## src/rtl/fm_pkg.sv

```systemverilog
// fm_pkg: shared envelope phase type, register selects and attenuation helpers
package fm_pkg;
   typedef enum logic [2:0] {PH_IDLE, PH_ATTACK, PH_DECAY, PH_SUSTAIN, PH_RELEASE} phase_t;
   localparam logic [1:0] SEL_KEY = 2'd0;
   localparam logic [1:0] SEL_ADR = 2'd1;
   localparam logic [1:0] SEL_SLR = 2'd2;
   function automatic int unsigned att_max(int unsigned w);
      return (32'd1 << w) - 32'd1;
   endfunction
   function automatic int unsigned sl_level(logic [3:0] sl, int unsigned w);
      return 32'(sl) << (w - 4);
   endfunction
endpackage

```

## src/rtl/fm_env_step.sv

```systemverilog
// fm_env_step: next phase/attenuation for one envelope slot.
// FM_ENV_EXP_ATTACK_EN selects exponential attack instead of linear -4 steps.
module fm_env_step
   import fm_pkg::*;
#(
   parameter int ENV_W = 10
) (
   input  phase_t           phase,
   input  logic [ENV_W-1:0] att,
   input  logic             key,
   input  logic [3:0]       ar,
   input  logic [3:0]       dr,
   input  logic [3:0]       rr,
   input  logic [3:0]       sl,
   input  logic [15:0]      env_cnt,
   output phase_t           phase_nx,
   output logic [ENV_W-1:0] att_nx
);
   localparam logic [ENV_W-1:0] MAX = ENV_W'(att_max(ENV_W));
   phase_t ph_k;
   logic [ENV_W-1:0] dec, att_inc, sl_att;
   // rate r ticks when the low 15-r bits of env_cnt are all zero
   function automatic logic tick(logic [3:0] r, logic [15:0] cnt);
      return r != 4'd0 && (cnt & ((16'd1 << (4'd15 - r)) - 16'd1)) == 16'd0;
   endfunction
   always_comb begin
      ph_k = (key && (phase == PH_IDLE || phase == PH_RELEASE)) ? PH_ATTACK :
             (!key && (phase == PH_ATTACK || phase == PH_DECAY || phase == PH_SUSTAIN)) ? PH_RELEASE : phase;
`ifdef FM_ENV_EXP_ATTACK_EN
      dec = (att >> 3) + ENV_W'(1);
`else
      dec = ENV_W'(4);
`endif
      att_inc = (att == MAX) ? MAX : att + ENV_W'(1);
      sl_att = ENV_W'(sl_level(sl, ENV_W));
      phase_nx = ph_k;
      att_nx = att;
      case (ph_k)
         PH_ATTACK: if (tick(ar, env_cnt)) begin
            att_nx = (att > dec) ? att - dec : '0;
            phase_nx = (att > dec) ? PH_ATTACK : PH_DECAY;
         end
         PH_DECAY: if (tick(dr, env_cnt)) begin
            att_nx = att_inc;
            phase_nx = (att_inc >= sl_att) ? PH_SUSTAIN : PH_DECAY;
         end
         PH_RELEASE: if (tick(rr, env_cnt)) begin
            att_nx = att_inc;
            phase_nx = (att_inc == MAX) ? PH_IDLE : PH_RELEASE;
         end
         default: ;
      endcase
   end
endmodule

```

## src/rtl/fm_env_gen.sv

```systemverilog
// fm_env_gen: time-multiplexed ADSR envelope generator, one channel per cycle per sample.
// FM_ENV_EXP_ATTACK_EN (in fm_env_step) selects exponential attack.
module fm_env_gen
   import fm_pkg::*;
#(
   parameter int NUM_CH = 32,
   parameter int ENV_W = 10,
   localparam int CH_W = $clog2(NUM_CH)
) (
   input  logic             clk,
   input  logic             reset,
   input  logic             sample_start,
   input  logic             reg_wr,
   input  logic [CH_W-1:0]  reg_ch,
   input  logic [1:0]       reg_sel,
   input  logic [7:0]       reg_wrdata,
   output logic             busy,
   output logic             env_valid,
   output logic [CH_W-1:0]  env_ch,
   output logic [ENV_W-1:0] env_att
);
   localparam logic [CH_W-1:0] LAST = CH_W'(NUM_CH - 1);
   logic key_r [NUM_CH];
   logic [3:0] ar_r [NUM_CH];
   logic [3:0] dr_r [NUM_CH];
   logic [3:0] sl_r [NUM_CH];
   logic [3:0] rr_r [NUM_CH];
   phase_t ph_m [NUM_CH];
   logic [ENV_W-1:0] att_m [NUM_CH];
   logic rd_act;
   logic [CH_W-1:0] rd_ch;
   logic [15:0] env_cnt;
   phase_t ph_nx;
   logic [ENV_W-1:0] att_nx;
   assign busy = rd_act | env_valid;
   always_ff @(posedge clk or posedge reset) begin
      if (reset) begin
         for (int i = 0; i < NUM_CH; i++) begin
            key_r[i] <= 1'b0;
            ar_r[i] <= '0;
            dr_r[i] <= '0;
            sl_r[i] <= '0;
            rr_r[i] <= '0;
         end
      end else if (reg_wr) begin
         if (reg_sel == SEL_KEY) key_r[reg_ch] <= reg_wrdata[0];
         if (reg_sel == SEL_ADR) {ar_r[reg_ch], dr_r[reg_ch]} <= reg_wrdata;
         if (reg_sel == SEL_SLR) {sl_r[reg_ch], rr_r[reg_ch]} <= reg_wrdata;
      end
   end
   fm_env_step #(.ENV_W(ENV_W)) u_step (
      .phase(ph_m[rd_ch]), .att(att_m[rd_ch]), .key(key_r[rd_ch]),
      .ar(ar_r[rd_ch]), .dr(dr_r[rd_ch]), .rr(rr_r[rd_ch]), .sl(sl_r[rd_ch]),
      .env_cnt(env_cnt), .phase_nx(ph_nx), .att_nx(att_nx)
   );
   // slot read and step happen in the read cycle; write-back and outputs land on its closing edge
   always_ff @(posedge clk or posedge reset) begin
      if (reset) begin
         rd_act <= 1'b0;
         rd_ch <= '0;
         env_valid <= 1'b0;
         env_ch <= '0;
         env_att <= '0;
         env_cnt <= '0;
         for (int i = 0; i < NUM_CH; i++) begin
            ph_m[i] <= PH_IDLE;
            att_m[i] <= ENV_W'(att_max(ENV_W));
         end
      end else begin
         env_valid <= rd_act;
         if (rd_act) begin
            ph_m[rd_ch] <= ph_nx;
            att_m[rd_ch] <= att_nx;
            env_ch <= rd_ch;
            env_att <= att_nx;
            rd_act <= rd_ch != LAST;
            rd_ch <= (rd_ch == LAST) ? '0 : rd_ch + CH_W'(1);
         end else if (sample_start && !busy) begin
            rd_act <= 1'b1;
            rd_ch <= '0;
         end
         if (env_valid && env_ch == LAST) env_cnt <= env_cnt + 16'd1;
      end
   end
endmodule

```

## config.mk

```make
export PLATFORM = sky130hd
export DESIGN_NAME = fm_env_gen
export DESIGN_NICKNAME = d
export VERILOG_FILES = /design/src/rtl/fm_pkg.sv /design/src/rtl/fm_env_step.sv /design/src/rtl/fm_env_gen.sv
export SDC_FILE = /design/constraint.sdc
export NUM_CORES = 2
export LEC_CHECK = 0
export CAP_MARGIN = 20
export CORE_AREA = 2 2 356 358
export DETAILED_ROUTE_END_ITERATION = 8
export DIE_AREA = 0 0 358 360
export DONT_BUFFER_PORTS = 1
export SLEW_MARGIN = 20
export SYNTH_ARGS = -nofsm -noshare
export SYNTH_HDL_FRONTEND = slang
export SYNTH_SLANG_ARGS = --single-unit
```

## constraint.sdc

```tcl
create_clock -name clk -period 37.2 [get_ports clk]
set_clock_uncertainty 0.05 [all_clocks]
set_input_delay 7.44 -clock clk [delete_from_list [all_inputs] [get_ports clk]]
set_output_delay 7.44 -clock clk [all_outputs]
set_load 0.005 [all_outputs]
```

# [After elaboration in Yosys (flattened, before gate mapping)]
# Index checks and enable logic that the tools add are counted.
[totals] wordCells=351 output_inout_bits=17 register_bits=998 inputBits=19
[op_classes] shift=3 add_sub_neg=10 muxes=56 n_eq_ne=14 order_cmp=6 n_reduce_logical=26 n_bitwise=6
[op_table] cell="$bwmux 128" count=4
[op_table] cell="$bwmux 320" count=1
[op_table] cell="$bwmux 96" count=1
[op_table] cell="$bmux 4 s5" count=4
[op_table] cell="$mux 10" count=8
[op_table] cell="$bmux 10 s5" count=1
[op_table] cell="$demux 10 s5" count=1
[op_table] cell="$and 16x16->16" count=3
[op_table] cell="$logic_not 16->1" count=3
[op_table] cell="$shl 1x4->16 const A" count=3
[op_table] cell="$sub 16x1->16 const B" count=3
[op_table] cell="$mux 4" count=9
[op_table] cell="$bwmux 32" count=1
[op_table] cell="$pmux 10 s3" count=1
[op_table] cell="$mux 3" count=9
[op_table] cell="$demux 4 s5" count=1
[op_table] cell="$eq 10x10->1 const B" count=2
[op_table] cell="$add 16x1->16 const B" count=1
[op_table] cell="$bmux 3 s5" count=1
[op_table] cell="$demux 3 s5" count=1
[op_table] cell="$mux 5" count=3
[op_table] cell="$ge 6x6->1 const B" count=2
[op_table] cell="$lt 6x1->1 const B" count=2
[op_table] cell="$not 5->6" count=2
[op_table] cell="27 further kinds" count=54

# [Depth between registers and ports, before layout]
[depth] word_depth=13 depth_mapped=28 depth_no_buf=17

# [Hierarchy]
# From an unflattened synthesis, not the netlist that was laid out.
[unflattened] cells_unflattened=3630 hier_area_um2=47926.0
[by_module_without_submodules] mod="fm_env_gen" cells_per_inst=3327 area_per_inst_um2=45999.1 n_inst=1 seq_area_each_um2=25374.3
[by_module_without_submodules] mod="fm_env_step" cells_per_inst=303 area_per_inst_um2=1926.8 n_inst=1 seq_area_each_um2=0.0

# [Least setup slack after synthesis]
# No wires, ideal clock.
[synth_timing] path_type="in2reg" start="input port reg_ch[1]" end="register ar_r[48] in the netlist's numbering" slack_ns=28.072 cell_stages=6 setup_time_ns=0.125 required_time_ns=37.025 arrival_time_ns=8.954 n_path_buf=2 path_cell_list="clkbuf_1 and2_1 clkbuf_1 nand3_1 nor2_1 mux2_2"
[synth_via] elab_chain_cells=6 word_cells_on_any_way=7 classes_between="order compare: 2; mux: 3; bitwise: 1; reduce/logical: 1"
[synth_lines] item="from (decl)" line_no="fm_env_gen.sv:14" text="input logic [CH_W-1:0] reg_ch,"
[synth_lines] item="$not 5->6 (not written as such) *" line_no="fm_env_gen.sv:47" text="if (reg_sel == SEL_ADR) {ar_r[reg_ch], dr_r[reg_ch]} <= reg_wrdata;"
[synth_lines] item="$ge 6x6->1 (not written as such) or $lt 6x1->1 (tied branches)" line_no="fm_env_gen.sv:47"
[synth_lines] item="$logic_and 1x1->1 (not written as such)" line_no="fm_env_gen.sv:47"
[synth_lines] item="$mux 4 (not written as such)" line_no="fm_env_gen.sv:47"
[synth_lines] item="$demux 4 s5 *" line_no="fm_env_gen.sv:47"
[synth_lines] item="$bwmux 128 *" line_no="fm_env_gen.sv:47"
[synth_lines] item="to (signal, indexed assignment)" line_no="fm_env_gen.sv:47"
[synth_lines] item="to (decl)" line_no="fm_env_gen.sv:24" text="logic [3:0] ar_r [NUM_CH];"
# Every way passes the cells marked *; elsewhere a longest branch is shown, timed or not.
# A chain may end at the register's enable or synchronous reset.

==> impl_metrics.tcl <==
set metrics [dict create \
    arrival_ns 10.61 \
    nets 3921 \
    crit_required_ns 37.82 \
    dieArea_mm2 0.1289 \
    holdWs_ns 0.4123 \
    clk_path_buf_depth 3 \
    ys_ff_latch 997 \
    synth_nets 4030 \
    min_to "att_m[59]" \
    io_buffers 0 \
    status "finished clean" \
    htree_levels 3 \
    numClockSinks 997 \
    cts_root_buf "clkbuf_16" \
    die_y_um 360 \
    core_mm2 0.1249 \
    avgSynthCellArea_um2 12.11 \
    holdPathStages 2 \
    drt-initial-drc-count 2491 \
    start_kind "primary input" \
    pin_count 36 \
    ys_seq_area_share_pct 52.44 \
    synth_compound_area_share_pct 9.225 \
    fillers 11790 \
    cts_setup_buffers 0 \
    synth_xor_area_share_pct 0.3986 \
    drv_cap 0 \
    r2r-start "rd_ch[1]" \
    p_leak_nw 22.68 \
    synth_mux_area_share_pct 24.78 \
    grtUsageTotal_pct 21.00 \
    syn2layout_area_growth_pct 9.828 \
    postRouteWirelength_um 135100 \
    grt_pass1_wl_um 207800 \
    drtAntennaViolNets 0 \
    synth.area.top_cells "dfrtp_1, dfstp_2, mux2_2" \
    power_density_mw_per_mm2 73.95 \
    post-route-period-util_pct 26.86 \
    rows 130 \
    hold_viol_final 0 \
    ys_types 103 \
    layout_commonest_cell "dfrtp_1" \
    hpwlAfterDp_um 87540 \
    die_w_um 358 \
    hp-class "flip-flop to flip-flop" \
    slew_headroom_pct 23.38 \
    crit_path_max_fanout 185 \
    grt_pass1_vias 31960 \
    rsz0062_at_grt "no" \
    period_needed_ns 9.994 \
    gr-total-overflow 0 \
    synth_top_family_by_area "multiplexers" \
    worstReg2RegEnd "att_m[8]" \
    cts_tree "yes" \
    clk_latency_ns 0.72 \
    antenna_found_initial 1 \
    routed_via_density 5.652 \
    synth_adder_area_share_pct 0.4866 \
    cts-resized-gates 0 \
    reg2reg_depth 19 \
    synthFlopType "dfrtp_1" \
    min_from "att_m[59]" \
    vias 31770 \
    setup-tns-final_ns 0 \
    tightest_slew_ns 1.145 \
    syn-cell-area_mm2 0.04834 \
    r2r_slack_ns 29.41 \
    slew_violations 0 \
    async_flop_share_pct 100.0 \
    routabilityCongestion 0.8872 \
    synthDominantCellAreaShare_pct 35.05 \
    diodes 0 \
    cts_buffers 105 \
    hold_buffers 0 \
    multi_input_area_mm2 0.02134 \
    grt_max_degree 186 \
    drive_gt1_share_pct 35.91 \
    synth.largest_area_cell "dfrtp_1" \
    synthCells 3993 \
    initial_utilization_pct 38.70 \
    critical_path.endpoint_type "async pin" \
    drcViolationCount 0 \
    first_pass_iters 5 \
    placed_area_mm2 0.04945 \
    synth_edf_count 0 \
    yosys_warnings 0 \
    ir_drop_uv 65.83 \
    synth-simple-area-share_pct 9.072 \
    register_area_mm2 0.02536 \
    setup_viol 0 \
    fmax_ghz 0.1001 \
    detail_route.wl_per_cell_um 24.04 \
    fin_area_mm2 0.05309 \
    path_class "primary input to async pin" \
    cts.reportedPaths.clkPinSlew_ns 0.06 \
    final_cell_mix "dfrtp_1, mux2_2, nor2_1, dfstp_2, nand2_1" \
]
[cells in the mapped netlist, types with 7 or more instances]
cell	number
dfrtp_1	677
mux2_2	646
nor2_1	352
dfstp_2	320
nand2_1	313
mux2i_1	308
clkbuf_1	159
o22ai_1	159
o21ai_0	123
a21oi_1	109
mux4_2	72
a31oi_1	69
a21oi_2	61
o21ai_1	60
buf_2	51
buf_6	35
a22oi_1	33
nand3_1	27
nor4_1	26
inv_1	24
and3_1	23
buf_1	20
and2_1	19
nor3_1	19
ha_1	18
xnor2_1	18
nand4_1	17
nor4_2	13
nand2b_1	10
and4_1	9
buf_4	9
buf_8	9
nor2b_1	8
a211oi_1	7
a221oi_1	7
[through the flow]
stage               std cells  setup slack [ns]  power, mW  utilization (%)
global placement         5425             26.42      2.827            39.58
detailed placement       5425             26.39      2.845            39.59
global route             5621             26.72      4.106            42.50
CTS                      5619             27.14      3.944            42.47
finish                   5621             27.21      3.926            42.50
floorplan                3993             2.189      2.477                -
[layout make-up]
class                   count  area share [%]
clock buffers             153           5.819
clock inverters            41          0.9615
inverters                  24          0.1838
multi-input cells        2679           40.20
flip-flops and latches    997           47.76
well taps                1650           3.889
repair buffers             77           1.183
[layer usage]
| layer | GRT usage (%) | up-vias | share of wire (%) |
|---|---|---|---|
| met5 | 0 | - | 0 |
| met4 | 5.685 | 0 | 2.4 |
| met3 | 3.321 | 188 | 5.3 |
| met2 | 33.28 | 711 | 47 |
| met1 | 29.80 | 16600 | 46 |
| li1 | - | 14270 | - |
[state kept, by name, indices dropped and copies added (netlist names)]
name / flops
sl_r: 128
ph_m: 96
att_m: 320
rd_act: 1
env_cnt: 15
env_ch: 5
rr_r: 128
rd_ch: 5
dr_r: 128
key_r: 32
ar_r: 128
env_valid: 1
env_att: 10
[where the power goes]
part           total [mW]  internal [mW]  leakage (nW)  switching, mW
Clock                1.09          0.634          1.78          0.458
Sequential           1.45           1.32          12.5          0.124
Combinational        1.39          0.475          8.38          0.914
[critical path, stage by stage]
cell,delay (ns)
inv_8,0.58
buf_12,0.64
buf_4,0.73
buf_12,0.66
[cells by family after synthesis]
logic type,Yosys count
multiplexers,1026
flip-flops,997
AND/OR/NAND/NOR,919
AO/OA/AOI/OAI,693
buffers and inverters,317
XOR/XNOR,22
adder cells (fa/ha/maj),19
[worst max path at each step]
stage,start,end,cells after the start
2_1_floorplan,reset,ar_r[0],1
3_3_place_gp,reset,ph_m[89],4
3_5_place_dp,reset,ph_m[95],4
4_1_cts,reset,ph_m[95],4
5_1_grt,reset,ph_m[8],4
6_report,reset,ph_m[95],4
(Power assumes the default switching activity.)
